<file path="src/rtl/fwd_scoreboard_if.sv">
// ID-stage operand bypass bundle between the pipeline and the forwarding scoreboard.
interface fwd_scoreboard_if #(
  parameter int XLEN   = 32,
  parameter int NSTAGE = 3,
  parameter int NRD    = 2,
  parameter int RDYW   = 2,
  parameter int CNTW   = 16
);
  logic                   id_valid;
  logic [NRD*5-1:0]       id_rnum;
  logic                   id_wr;
  logic [4:0]             id_wnum;
  logic [RDYW-1:0]        id_rdy_stg;
  logic                   pipe_hold;
  logic                   flush;
  logic [NSTAGE*XLEN-1:0] stg_data;
  logic [NRD-1:0]         fwd_hit;
  logic [NRD*XLEN-1:0]    fwd_data;
  logic                   stall;
  logic [CNTW-1:0]        stall_cnt;

  modport master (
    output id_valid, id_rnum, id_wr, id_wnum, id_rdy_stg, pipe_hold, flush, stg_data,
    input  fwd_hit, fwd_data, stall, stall_cnt
  );

  modport slave (
    input  id_valid, id_rnum, id_wr, id_wnum, id_rdy_stg, pipe_hold, flush, stg_data,
    output fwd_hit, fwd_data, stall, stall_cnt
  );
endinterface

</file>
<file path="src/rtl/fwd_scoreboard.sv">
// Forwarding/hazard unit: tag pipeline of in-flight register writes, per-port bypass
// select from the youngest matching entry, and load-use stall generation.
module fwd_scoreboard #(
  parameter int XLEN   = 32,
  parameter int NSTAGE = 3,
  parameter int NRD    = 2,
  parameter int RDYW   = 2,
  parameter int CNTW   = 16
) (
  input  logic              clk,
  input  logic              rst,
  fwd_scoreboard_if.slave   bus
);

  typedef struct packed {
    logic            v;
    logic [4:0]      wnum;
    logic [RDYW-1:0] rdy_stg;
  } tag_t;

  localparam tag_t BUBBLE = '0;

  tag_t            ent_q [NSTAGE];
  tag_t            ent_d [NSTAGE];
  logic [CNTW-1:0] cnt_q, cnt_d;

  logic [NRD-1:0]      hit;
  logic [NRD-1:0]      stall_req;
  logic [NRD*XLEN-1:0] data;
  logic                stall;
  tag_t                id_tag;

  // Scan oldest to youngest so the youngest match is the last one written and wins.
  always_comb begin
    hit       = '0;
    data      = '0;
    stall_req = '0;
    for (int p = 0; p < NRD; p++) begin
      for (int k = NSTAGE - 1; k >= 0; k--) begin
        if (ent_q[k].v && ent_q[k].wnum == bus.id_rnum[5*p +: 5] &&
            bus.id_rnum[5*p +: 5] != 5'd0) begin
          if (k >= int'(ent_q[k].rdy_stg)) begin
            hit[p]               = 1'b1;
            data[p*XLEN +: XLEN] = bus.stg_data[k*XLEN +: XLEN];
            stall_req[p]         = 1'b0;
          end else begin
            hit[p]               = 1'b0;
            data[p*XLEN +: XLEN] = '0;
            stall_req[p]         = 1'b1;
          end
        end
      end
    end
    stall = bus.id_valid & ~bus.flush & (|stall_req);
  end

  always_comb begin
    id_tag.v       = bus.id_wr & (|bus.id_wnum);
    id_tag.wnum    = bus.id_wnum;
    id_tag.rdy_stg = bus.id_rdy_stg;
    ent_d          = ent_q;
    cnt_d          = cnt_q;
    if (!bus.pipe_hold) begin
      for (int k = NSTAGE - 1; k >= 1; k--) begin
        ent_d[k] = ent_q[k-1];
      end
      ent_d[0] = (bus.flush || stall || !bus.id_valid) ? BUBBLE : id_tag;
      // The op sitting in stage 0 is the one killed by the branch.
      if (bus.flush) begin
        ent_d[1] = BUBBLE;
      end
      if (stall && !(&cnt_q)) begin
        cnt_d = cnt_q + CNTW'(1);
      end
    end
  end

  always_ff @(posedge clk) begin
    if (rst) begin
      for (int k = 0; k < NSTAGE; k++) begin
        ent_q[k] <= BUBBLE;
      end
      cnt_q <= '0;
    end else begin
      ent_q <= ent_d;
      cnt_q <= cnt_d;
    end
  end

  assign bus.fwd_hit   = hit;
  assign bus.fwd_data  = data;
  assign bus.stall     = stall;
  assign bus.stall_cnt = cnt_q;

endmodule

</file>
<file path="src/flat_wrapper.sv">
// flat-port wrapper written by rule: the top's interface ports become plain ports
module fwd_scoreboard_flat 
#(
  parameter int XLEN   = 32,
  parameter int NSTAGE = 3,
  parameter int NRD    = 2,
  parameter int RDYW   = 2,
  parameter int CNTW   = 16
)
  (clk, rst, bus_id_valid, bus_id_rnum, bus_id_wr, bus_id_wnum, bus_id_rdy_stg, bus_pipe_hold, bus_flush, bus_stg_data, bus_fwd_hit, bus_fwd_data, bus_stall, bus_stall_cnt);
  fwd_scoreboard_if #(.XLEN(XLEN), .NSTAGE(NSTAGE), .NRD(NRD), .RDYW(RDYW), .CNTW(CNTW)) bus_i ();
  input  logic clk;
  input  logic rst;
  input wire logic [$bits(bus_i.id_valid)-1:0] bus_id_valid;
  input wire logic [$bits(bus_i.id_rnum)-1:0] bus_id_rnum;
  input wire logic [$bits(bus_i.id_wr)-1:0] bus_id_wr;
  input wire logic [$bits(bus_i.id_wnum)-1:0] bus_id_wnum;
  input wire logic [$bits(bus_i.id_rdy_stg)-1:0] bus_id_rdy_stg;
  input wire logic [$bits(bus_i.pipe_hold)-1:0] bus_pipe_hold;
  input wire logic [$bits(bus_i.flush)-1:0] bus_flush;
  input wire logic [$bits(bus_i.stg_data)-1:0] bus_stg_data;
  output wire logic [$bits(bus_i.fwd_hit)-1:0] bus_fwd_hit;
  output wire logic [$bits(bus_i.fwd_data)-1:0] bus_fwd_data;
  output wire logic [$bits(bus_i.stall)-1:0] bus_stall;
  output wire logic [$bits(bus_i.stall_cnt)-1:0] bus_stall_cnt;
  assign bus_i.id_valid = bus_id_valid;
  assign bus_i.id_rnum = bus_id_rnum;
  assign bus_i.id_wr = bus_id_wr;
  assign bus_i.id_wnum = bus_id_wnum;
  assign bus_i.id_rdy_stg = bus_id_rdy_stg;
  assign bus_i.pipe_hold = bus_pipe_hold;
  assign bus_i.flush = bus_flush;
  assign bus_i.stg_data = bus_stg_data;
  assign bus_fwd_hit = bus_i.fwd_hit;
  assign bus_fwd_data = bus_i.fwd_data;
  assign bus_stall = bus_i.stall;
  assign bus_stall_cnt = bus_i.stall_cnt;
  fwd_scoreboard #(.XLEN(XLEN), .NSTAGE(NSTAGE), .NRD(NRD), .RDYW(RDYW), .CNTW(CNTW)) u_core (.clk(clk), .rst(rst), .bus(bus_i));
endmodule
</file>
<file path="config.mk">
export PLATFORM = sky130hd
export DESIGN_NAME = fwd_scoreboard_flat
export DESIGN_NICKNAME = d
export VERILOG_FILES = /design/src/rtl/fwd_scoreboard_if.sv /design/src/rtl/fwd_scoreboard.sv /design/src/flat_wrapper.sv
export SDC_FILE = /design/constraint.sdc
export NUM_CORES = 1
export LEC_CHECK = 0
export CAP_MARGIN = 25
export CORE_ASPECT_RATIO = 0.6
export CORE_MARGIN = 2
export CORE_UTILIZATION = 40
export DETAILED_ROUTE_END_ITERATION = 12
export PLACE_DENSITY = 0.83
export REMOVE_ABC_BUFFERS = 1
export SLEW_MARGIN = 0
export SYNTH_ARGS = -nofsm -noshare
export SYNTH_HDL_FRONTEND = slang
export SYNTH_SLANG_ARGS = --single-unit
</file>
<file path="constraint.sdc">
create_clock -name clk -period 3.8 [get_ports clk]
set_input_delay 0.76 -clock clk [delete_from_list [all_inputs] [get_ports clk]]
set_output_delay 0.76 -clock clk [all_outputs]
set_load 0.01 [all_outputs]
</file>
==> results.sh <==
export IMPL_grtUsageTotal_pct=34.44
export IMPL_cp_required_ps=3040
export IMPL_ff_latch_area_um2=800.8
export IMPL_fin_area_mm2=0.006471
export IMPL_cts_sinks=40
export IMPL_portBuffers=201
export IMPL_fin_crit_ps=3752
export IMPL_slew_headroom_pct=54.31
export IMPL_multi_input_area_mm2=0.002903
export IMPL_met1_usage_pct=46.56
export IMPL_ys_warn_count=0
export IMPL_use_met3_pct=8.690
export IMPL_antenna_cells=0
export IMPL_clockBufferDepth=2
export IMPL_drt_initial_drc_count=730
export IMPL_power_density_mw_per_mm2=173.7
export IMPL_setup_violations=0
export IMPL_syn_avg_cell_area_um2=7.385
export IMPL_grt_overflow=0
export IMPL_vias=5247
export IMPL_cap_viol_max_count=0
export IMPL_cts_tree="built"
export IMPL_ant_nets=0
export IMPL_leakagePower_nw=2.586
export IMPL_wl_per_cell_um=22.01
export IMPL_dpl_hpwl_mm=12.11
export IMPL_synth_seq_area_share_pct=22.13
export IMPL_worst_slew_pin_slew_ps=683.2
export IMPL_clkSlewWorstSetupHoldPaths_ps=60
export IMPL_worst_setup_path_type="primary input to output port"
export IMPL_htreeDepth=2
export IMPL_rows=26
export IMPL_die_w_um=126.8
export IMPL_hold_violations=0
export IMPL_synth_async_reset_ratio_pct=0
export IMPL_synth_ff_type="dfxtp_1"
export IMPL_nNetsFinal=835
export IMPL_die_h_um=77.68
export IMPL_yosysMostFrequentCell="a21oi_1"
export IMPL_coreArea_mm2=0.008653
export IMPL_path_max_fanout=8
export IMPL_post_route_period_util_pct=98.73
export IMPL_numCtsBuffers=5
export IMPL_synth_seq_cells=40
export IMPL_viasPerCell=6.337
export IMPL_vdd_ir_drop_max_uv=165.1
export IMPL_grt_pass1_vias=4977
export IMPL_dieArea_mm2=0.009848
export IMPL_initial_core_util_pct=41.82
export IMPL_syn_area_mm2=0.003618
export IMPL_first_pass_iters=5
export IMPL_max_freq_mhz=266.5
export IMPL_drive_above_1_share_pct=24.58
export IMPL_grt_start_max_net_pins=48
export IMPL_fin_skew_ps=6.170
export IMPL_grt_pass1_wl_mm=27.23
export IMPL_synth_area_top_cells="dfxtp_1, a221oi_1, a21oi_1, nor2b_1, xnor2_1"
export IMPL_synth_edff_count=0
export IMPL_arrival_ps=2990
export IMPL_clk_latency_ps=280
export IMPL_placed_area_mm2=0.006002
export IMPL_syn_inst=490
export IMPL_ctsHoldBuffers=0
export IMPL_area_growth_synth_to_final_pct=78.84
export IMPL_whs_ps=507.6
export IMPL_status="completed"
export IMPL_wirelength_mm=18.22
export IMPL_fillerInstances=619
export IMPL_io_pins=202
export IMPL_grt_busiest_layer="met2"
export IMPL_antenna_found_initial=0
export IMPL_drc=0
export IMPL_synth_cell_types=45
export IMPL_use_met2_pct=54.43
export IMPL_slew_viol_final=0
export IMPL_final_util_pct=74.78
export IMPL_netlist_area_leader_share_pct=22.13
export IMPL_yosys_area_top_type="dfxtp_1"
export IMPL_cts_root_buffer="clkbuf_16"
export IMPL_gp_congestion=1.058
export IMPL_end_kind="output port"
export IMPL_synth_common_cells="a21oi_1, a221oi_1, clkbuf_1, dfxtp_1, nand2_1"
export IMPL_start_kind="primary input"
export IMPL_hp_class="register to register"
==> layout by cell type, fill, tap and decap left out, types with 6 or more instances in the layout <==
cell type / count
a21oi_1: 89
a221oi_1: 34
a221oi_2: 28
a32oi_1: 7
buf_12: 7
buf_2: 21
buf_4: 50
clkbuf_16: 6
clkbuf_2: 29
clkdlybuf4s15_1: 10
clkdlybuf4s50_1: 124
dfxtp_1: 40
dlygate4sd2_1: 17
mux2i_1: 8
nand2_1: 39
nand3_1: 13
nand4_1: 8
nor2_1: 27
nor2b_1: 33
nor3b_1: 10
o31ai_1: 12
or4_1: 13
xnor2_1: 18
xor2_1: 11
==> critical path, stage by stage <==
cell and delay (ps):
dlygate4sd2_1 240, buf_4 150, xor2_1 140, nor4_1 330, buf_4 170, nor3b_4 240
nor4_4 100, buf_4 150, clkbuf_16 160, a221oi_1 290, a21oi_1 110, clkbuf_2 160
==> routing by layer <==
metal | share of wire [%] | vias to the layer above | wire (um)
met3 | 11 | 78 | 1990
met4 | 3.8 | 0 | 696
met5 | 0 | - | 0
li1 | - | 2362 | -
met1 | 41 | 2450 | 7425
met2 | 45 | 357 | 8112
==> final cells by class <==
class                           instances  share of cell area (%)
Clock inverter                          2                  0.1547
Inverter                                2                  0.1160
Tap cell                              112                   2.165
Sequential cell                        40                   12.37
Multi-Input combinational cell        397                   44.86
Timing Repair Buffer                  269                   38.19
Clock buffer                            6                   2.146
==> power breakdown <==
part / switching, mW / internal (mW) / total [mW]
clock network: 0.165 / 0.259 / 0.423
logic: 0.118 / 0.156 / 0.275
registers: 0.00409 / 0.422 / 0.426
==> path summary, 6_finish.rpt <==
check | startpoint | end | slack, ps | cells after the start
setup / recovery | bus_id_rnum[2] | bus_fwd_data[21] | 50 | 12
hold / removal | u_core.bus.stall_cnt[5]$_SDFFE_PP0P_ | u_core.bus.stall_cnt[5]$_SDFFE_PP0P_ | 510 | 2
setup reg to reg | u_core.ent_q[12]$_SDFFE_PP0N_ | u_core.bus.stall_cnt[15]$_SDFFE_PP0P_ | 810 | 11
hold reg to reg | u_core.bus.stall_cnt[5]$_SDFFE_PP0P_ | u_core.bus.stall_cnt[5]$_SDFFE_PP0P_ | 510 | 2
==> metrics by stage <==
stage                     total power, mW  setup TNS (ps)  std cells  setup slack (ps)
final                               1.124               0        828             48.16
after global routing                1.162          -17.04        828            -8.587
after CTS                           1.112          -75.02        825            -35.00
after detailed placement           0.6917          -28740        795            -523.6
after global placement             0.6842          -24830        795            -421.3
after floorplan                    0.5017         -280270        439             -3534
==> what timing repair did <==
action / in CTS / in global routing
pin swaps: 10 / 14
setup buffers: 15 / 5
endpoints found under the setup margin: 67 / 67
resized for setup: 176 / 80
gates cloned: 7 / 0
==> flip-flops by register name, indices dropped and copies added (netlist names) <==
| signal | count |
|---|---|
| u_core.bus.stall_cnt | 16 |
| u_core.ent_q | 24 |
==> cells by family after synthesis <==
kind of cell / synth area share, %
AO/OA/AOI/OAI: 35.41
XOR/XNOR: 7.261
adder cells (fa/ha/maj): 0.3457
buffers and inverters: 5.982
flip-flops: 22.13
multiplexers: 2.524
AND/OR/NAND/NOR: 26.35
Note: power is estimated with default switching activity, not from simulation.
